## src/rtl/hsem_pkg.sv

```systemverilog
// Shared constants for the HSEM interrupt/error controller: register map,
// EINFO field layout and the parameter limits.
package hsem_pkg;

  localparam int MAX_SEM  = 32;
  localparam int MAX_CORE = 8;

  typedef enum logic [2:0] {
    REG_IER       = 3'd0,
    REG_ICR       = 3'd1,
    REG_ISR       = 3'd2,
    REG_MISR      = 3'd3,
    REG_ESR       = 3'd4,
    REG_ECR       = 3'd5,
    REG_EINFO     = 3'd6,
    REG_EINFO_CLR = 3'd7
  } reg_idx_e;

  localparam int EINFO_VALID    = 31;
  localparam int EINFO_OVF      = 30;
  localparam int EINFO_CODE_LSB = 16;
  localparam int EINFO_CORE_LSB = 8;
  localparam int EINFO_SEM_LSB  = 0;

  // Code width is a parameter of the controller, so it lives outside this struct.
  typedef struct packed {
    logic       vld;
    logic       ovf;
    logic [2:0] core;
    logic [4:0] sem;
  } einfo_hdr_t;

endpackage

```

## src/rtl/hsem_int_bank.sv

```systemverilog
// One core's interrupt bank: IER/ISR/ESR/ECR, the interrupt level and the
// level-or-pulse output stage.
module hsem_int_bank
  import hsem_pkg::*;
#(
  parameter int NUM_SEM    = 32,
  parameter int ERR_W      = 4,
  parameter bit INTR_PULSE = 1'b0
) (
  input  logic               hclk,
  input  logic               hresetn,
  input  logic [NUM_SEM-1:0] sem_free,
  input  logic               err_set,
  input  logic [ERR_W-1:0]   err_code,
  input  logic               ier_we,
  input  logic               icr_we,
  input  logic               esr_we,
  input  logic               ecr_we,
  input  logic [NUM_SEM-1:0] wdata_sem,
  input  logic [ERR_W-1:0]   wdata_err,
  input  logic               wdata_ie,
  output logic [NUM_SEM-1:0] ier,
  output logic [NUM_SEM-1:0] isr,
  output logic [ERR_W-1:0]   esr,
  output logic               errie,
  output logic               intr
);

  logic lvl;

  assign lvl = (|(isr & ier)) | (errie & (|esr));

  // Sets are ORed in after the W1C mask so a same-edge set survives the clear;
  // ISR qualifies against the pre-write IER, so enabling never back-fills.
  always_ff @(posedge hclk or negedge hresetn) begin
    if (!hresetn) begin
      ier   <= '0;
      isr   <= '0;
      esr   <= '0;
      errie <= 1'b0;
    end else begin
      if (ier_we) ier <= wdata_sem;
      isr <= (isr & ~(icr_we ? wdata_sem : '0)) | (sem_free & ier);
      esr <= (esr & ~(esr_we ? wdata_err : '0)) | (err_set ? err_code : '0);
      if (ecr_we) errie <= wdata_ie;
    end
  end

  generate
    if (INTR_PULSE) begin : g_pulse
      logic lvl_q;
      always_ff @(posedge hclk or negedge hresetn) begin
        if (!hresetn) begin
          lvl_q <= 1'b0;
          intr  <= 1'b0;
        end else begin
          lvl_q <= lvl;
          intr  <= lvl & ~lvl_q;
        end
      end
    end else begin : g_level
      always_ff @(posedge hclk or negedge hresetn) begin
        if (!hresetn) intr <= 1'b0;
        else          intr <= lvl;
      end
    end
  endgenerate

endmodule

```

## src/rtl/hsem_int_ctrl.sv

```systemverilog
// HSEM interrupt/error controller top: per-core banks, first-error capture
// (EINFO), register write decode and registered read mux.
module hsem_int_ctrl
  import hsem_pkg::*;
#(
  parameter int NUM_SEM    = 32,
  parameter int NUM_CORE   = 4,
  parameter int ERR_W      = 4,
  parameter bit INTR_PULSE = 1'b0
) (
  input  logic                hclk,
  input  logic                hresetn,
  input  logic [NUM_SEM-1:0]  sem_free,
  input  logic                err_vld,
  input  logic [ERR_W-1:0]    err_code,
  input  logic [2:0]          err_core,
  input  logic [4:0]          err_sem,
  input  logic                reg_wr,
  input  logic                reg_rd,
  input  logic [2:0]          reg_addr,
  input  logic [2:0]          reg_core,
  input  logic [31:0]         reg_wdata,
  output logic [31:0]         reg_rdata,
  output logic [NUM_CORE-1:0] intr
);

  logic [NUM_CORE-1:0][NUM_SEM-1:0] ier, isr;
  logic [NUM_CORE-1:0][ERR_W-1:0]   esr;
  logic [NUM_CORE-1:0]              errie;
  logic [NUM_CORE-1:0]              bank_wr;
  reg_idx_e                         addr;
  einfo_hdr_t                       einfo;
  logic [ERR_W-1:0]                 einfo_code;
  logic                             einfo_clr;
  logic [31:0]                      rd_next;
  logic                             unused_wdata;

  assign addr         = reg_idx_e'(reg_addr);
  assign einfo_clr    = reg_wr && (addr == REG_EINFO_CLR);
  assign unused_wdata = ^reg_wdata;

  // Out-of-range reg_core / err_core simply match no bank.
  generate
    for (genvar c = 0; c < NUM_CORE; c++) begin : g_bank
      assign bank_wr[c] = reg_wr && (reg_core == 3'(c));
      hsem_int_bank #(
        .NUM_SEM   (NUM_SEM),
        .ERR_W     (ERR_W),
        .INTR_PULSE(INTR_PULSE)
      ) u_bank (
        .hclk     (hclk),
        .hresetn  (hresetn),
        .sem_free (sem_free),
        .err_set  (err_vld && (err_core == 3'(c))),
        .err_code (err_code),
        .ier_we   (bank_wr[c] && (addr == REG_IER)),
        .icr_we   (bank_wr[c] && (addr == REG_ICR)),
        .esr_we   (bank_wr[c] && (addr == REG_ESR)),
        .ecr_we   (bank_wr[c] && (addr == REG_ECR)),
        .wdata_sem(reg_wdata[NUM_SEM-1:0]),
        .wdata_err(reg_wdata[ERR_W-1:0]),
        .wdata_ie (reg_wdata[0]),
        .ier      (ier[c]),
        .isr      (isr[c]),
        .esr      (esr[c]),
        .errie    (errie[c]),
        .intr     (intr[c])
      );
    end
  endgenerate

  // A clear arriving with a new error re-arms capture in the same edge.
  always_ff @(posedge hclk or negedge hresetn) begin
    if (!hresetn) begin
      einfo      <= '0;
      einfo_code <= '0;
    end else if (err_vld) begin
      if (!einfo.vld || einfo_clr) begin
        einfo      <= '{vld: 1'b1, ovf: 1'b0, core: err_core, sem: err_sem};
        einfo_code <= err_code;
      end else begin
        einfo.ovf  <= 1'b1;
      end
    end else if (einfo_clr) begin
      einfo.vld <= 1'b0;
      einfo.ovf <= 1'b0;
    end
  end

  always_comb begin
    rd_next = '0;
    for (int c = 0; c < NUM_CORE; c++) begin
      if (reg_core == 3'(c)) begin
        case (addr)
          REG_IER:  rd_next[NUM_SEM-1:0] = ier[c];
          REG_ISR:  rd_next[NUM_SEM-1:0] = isr[c];
          REG_MISR: rd_next[NUM_SEM-1:0] = isr[c] & ier[c];
          REG_ESR:  rd_next[ERR_W-1:0]   = esr[c];
          REG_ECR:  rd_next[0]           = errie[c];
          default:  ;
        endcase
      end
    end
    if (addr == REG_EINFO) begin
      rd_next[EINFO_VALID]              = einfo.vld;
      rd_next[EINFO_OVF]                = einfo.ovf;
      rd_next[EINFO_CODE_LSB +: ERR_W]  = einfo_code;
      rd_next[EINFO_CORE_LSB +: 3]      = einfo.core;
      rd_next[EINFO_SEM_LSB +: 5]       = einfo.sem;
    end
  end

  always_ff @(posedge hclk or negedge hresetn) begin
    if (!hresetn)    reg_rdata <= '0;
    else if (reg_rd) reg_rdata <= rd_next;
  end

endmodule

```

## config.mk

```make
export PLATFORM = sky130hd
export DESIGN_NAME = hsem_int_ctrl
export DESIGN_NICKNAME = d
export VERILOG_FILES = /design/src/rtl/hsem_pkg.sv /design/src/rtl/hsem_int_bank.sv /design/src/rtl/hsem_int_ctrl.sv
export SDC_FILE = /design/constraint.sdc
export NUM_CORES = 1
export LEC_CHECK = 0
export CORE_ASPECT_RATIO = 2
export CORE_MARGIN = 5
export CORE_UTILIZATION = 64
export DETAILED_ROUTE_END_ITERATION = 8
export MAX_ROUTING_LAYER = met4
export PLACE_DENSITY = 0.86
export SYNTH_ARGS = -nofsm -noshare
export SYNTH_HDL_FRONTEND = slang
export SYNTH_HIERARCHICAL = 1
export SYNTH_SLANG_ARGS = --single-unit
```

## constraint.sdc

```tcl
create_clock -name hclk -period 2.72 [get_ports hclk]
set_input_delay 0.544 -clock hclk [delete_from_list [all_inputs] [get_ports hclk]]
set_output_delay 0.544 -clock hclk [all_outputs]
set_load 0.03 [all_outputs]
```

==> results_dict.tcl, run 1 <==
set metrics [dict create \
    critPathKind "flip-flop to flip-flop" \
    dp_cells 1972 \
    cts_tree "built" \
    path_max_fanout 5 \
    final_cell_mix "dfrtp_1, nand2_1, a22o_1, mux2_2, clkdlybuf4s50_1" \
    post_dp_cell_area_sq_um 18350 \
    cts.sinks 326 \
    p_comb_share_pct 20.8 \
    netlist_instances 1558 \
    wl_um 57150 \
    holdWs_ns 0.3425 \
    fp-row-count 83 \
    grt_first_pass_wirelength_um 87470 \
    netlist_area_sq_um 16540 \
    fin_area_sq_um 19250 \
    cts_resized 0 \
    drv_cap 0 \
    ir_worst_vdd_mv 0.6074 \
    setup_viol 0 \
    hold_path_class "primary input to flip-flop" \
    n_fill_cell 1747 \
    p_leak_nw 8.078 \
    fmax_mhz 430.2 \
    outcome "finished clean" \
    ios 123 \
    grt_max_degree 79 \
    fin_crit_sh_pct 85.46 \
    dp_hpwl_um 38110 \
    htree_levels 1 \
    drt-wirelength-per-cell_um 28.21 \
    drtPass1Iterations 6 \
    arrival_ns 2.74 \
    grt_pass1_vias 15180 \
    ys_types 49 \
    drive_gt1_share_pct 15.97 \
    holdPathStages 2 \
    clk-insertion-delay-late_ns 0.57 \
    end_kind "flip-flop" \
    grt_overflow_total 0 \
    detail-route-antenna-nets 0 \
    pwr_density_cell_nw_per_um2 704.8 \
    internal-power_w 0.009251 \
    tightest_slew_ns 0.9084 \
    cts_buffers 29 \
    seqCellArea_sq_um 8158 \
    clk_pin_slew_ns 0.07 \
    cts_buffer_depth 3 \
    fin_setup_tns_ns 0 \
    numPortBuffers 122 \
    via_per_inst 7.338 \
    required_ns 3.14 \
    drc_errors 0 \
    area_growth_pct 16.41 \
    die-area_sq_um 29350 \
    syn_nets 1645 \
    via_count 14870 \
    gp_congestion 0.9477 \
    stdcell_count 2026 \
    first_iter_violations 2097 \
    period_minus_slack_ns 2.324 \
    rsz0062_at_grt "false" \
    cts-root-buf "clkbuf_16" \
    multi_input_area_sq_um 7853 \
    cts_setup_buffers 0 \
    slew-limit-headroom_pct 39.31 \
    finalHoldViolations 0 \
    skew_ns 0.009740 \
    synth_seq_area_share_pct 49.32 \
    p_sw_share_pct 31.82 \
    synth.avg_cell_area_sq_um 10.62 \
    dieWidth_um 123.7 \
    rr_worst_depth 4 \
    crit_path_start_kind "flip-flop" \
    seq_power_share_pct 49.9 \
    core_region_area_sq_um 25550 \
    yosys_warnings 6 \
    dominantRegCellSynth "dfrtp_1" \
    antenna_found_initial 2 \
    grt_util_all_layers_pct 40.24 \
    async_reset_ff_share_pct 100.0 \
    die_h_um 237.3 \
    drv_slew 0 \
    ys_ff_latch 326 \
    final_common_cell "dfrtp_1" \
    power_switching_w 0.004318 \
    clkPwrFrac_pct 29.3 \
    synth_edf_count 0 \
    nets 1751 \
    start_util_pct 64.74 \
]
-- final cells by class --
class,instances,area share [%]
inverters,9,0.1755
repair buffers,182,9.813
multi-input cells,1116,40.78
flip-flops and latches,326,42.37
clock inverters,12,0.3964
diodes,2,0.02599
well taps,340,2.210
clock buffers,39,4.224
-- sequential cells by signal, indices dropped and copies added, names as in the netlist --
signal               count
g_bank.u_bank/ier      128
g_bank.u_bank/errie      4
g_bank.u_bank/intr       4
g_bank.u_bank/esr       16
g_bank.u_bank/isr      128
einfo                   10
einfo_code               4
reg_rdata               32
-- power by group through the flow --
stage | clock network, W | registers (W) | logic (W)
after global routing | 0.00417 | 0.00685 | 0.00299
after floorplan | 0 | 0.00652 | 0.00167
after CTS | 0.00398 | 0.00671 | 0.00278
final | 0.00397 | 0.00677 | 0.00283
after global placement | 0 | 0.00672 | 0.00266
after detailed placement | 0 | 0.00677 | 0.00276
-- critical path: stages (launching register included) --
cell     delay (ns)
dfrtp_1        0.42
a22oi_1        0.56
nand4_1        0.39
nor4_1         0.67
nand2_1        0.13
-- worst paths after layout --
kind	start	endpoint	slack (ns)
max	g_bank[3].u_bank/ier[28]	g_bank[3].u_bank/intr	0.40
min	reg_rd	reg_rdata[6]	0.34
max reg2reg	g_bank[3].u_bank/ier[28]	g_bank[3].u_bank/intr	0.40
min reg2reg	einfo[2]	einfo[2]	0.51
max in group asynchronous	hresetn	g_bank[1].u_bank/esr[0]	1.46
min in group asynchronous	hresetn	g_bank[3].u_bank/ier[23]	0.45
-- metrics by stage --
step	util (%)	total power [W]	setup slack, ns
after floorplan	-	0.008189	0.3655
after global placement	71.82	0.009372	0.1123
after detailed placement	71.82	0.009531	0.04245
after CTS	75.35	0.01347	0.4541
after global routing	75.36	0.01401	0.3134
final	75.36	0.01357	0.3956
-- what timing repair did --
| action | in CTS | in global routing |
|---|---|---|
| hold buffers | 1 | 0 |
| hold endpoints to repair | 38 | 0 |
| setup endpoints to repair | 0 | 0 |
-- per-layer routing --
| metal | GRT usage, % | part of all wire (%) | vias to the layer above | wire length, um |
|---|---|---|---|---|
| li1 | - | - | 6127 | - |
| met1 | 47.07 | 33 | 7309 | 19040 |
| met2 | 60.98 | 47 | 1073 | 27130 |
| met3 | 5.381 | 9.0 | 357 | 5119 |
| met4 | 32.81 | 10 | 0 | 5858 |
| met5 | - | 0 | - | 0 |
-- cells in the mapped netlist, types with 3 or more instances --
master	number	area share, %
nand2b_1	102	3.9
nand4_1	17	0.64
o211ai_1	23	1.0
mux2i_1	3	0.18
a22o_2	4	0.24
nand3_1	9	0.27
mux2_2	139	9.5
a32oi_1	91	4.8
nand2_1	198	4.5
nor4_1	4	0.15
nand3b_1	4	0.18
clkbuf_1	53	1.2
o41ai_1	4	0.21
dfrtp_1	326	49
o21ai_0	83	2.5
nor2_1	25	0.57
a22oi_2	4	0.30
or3_1	3	0.11
a21oi_1	56	1.7
buf_6	15	1.0
a22o_1	140	7.4
and3_1	3	0.11
o2bb2ai_1	10	0.53
clkbuf_2	5	0.15
o221ai_1	4	0.21
nor3_1	6	0.18
o22ai_1	41	1.6
nor2b_1	33	1.2
inv_1	9	0.20
a22oi_1	62	2.8
buf_1	5	0.11
buf_2	27	0.82
nor3b_1	3	0.14
or2b_1	8	0.36
a31oi_1	4	0.15
o21ai_1	10	0.30
mux2_1	8	0.54
-- kinds of logic after synthesis --
family | after synthesis | synth area share [%]
compound gates | 544 | 24.20
flops | 326 | 49.32
simple gates | 422 | 12.69
buf+inv | 116 | 3.601
mux | 150 | 10.19
No activity file was read; power rests on OpenSTA's default activity.
==> inputs of run 2 (changes only) <==
--- a/config.mk
+++ b/config.mk
@@ -5,6 +5,7 @@
 export SDC_FILE = /design/constraint.sdc
 export NUM_CORES = 1
 export LEC_CHECK = 0
+export CAP_MARGIN = 20
 export CORE_ASPECT_RATIO = 2
 export CORE_MARGIN = 5
 export CORE_UTILIZATION = 64
==> results of run 2 <==
No change in the layout: final DEF, timing and power equal those of run 1.
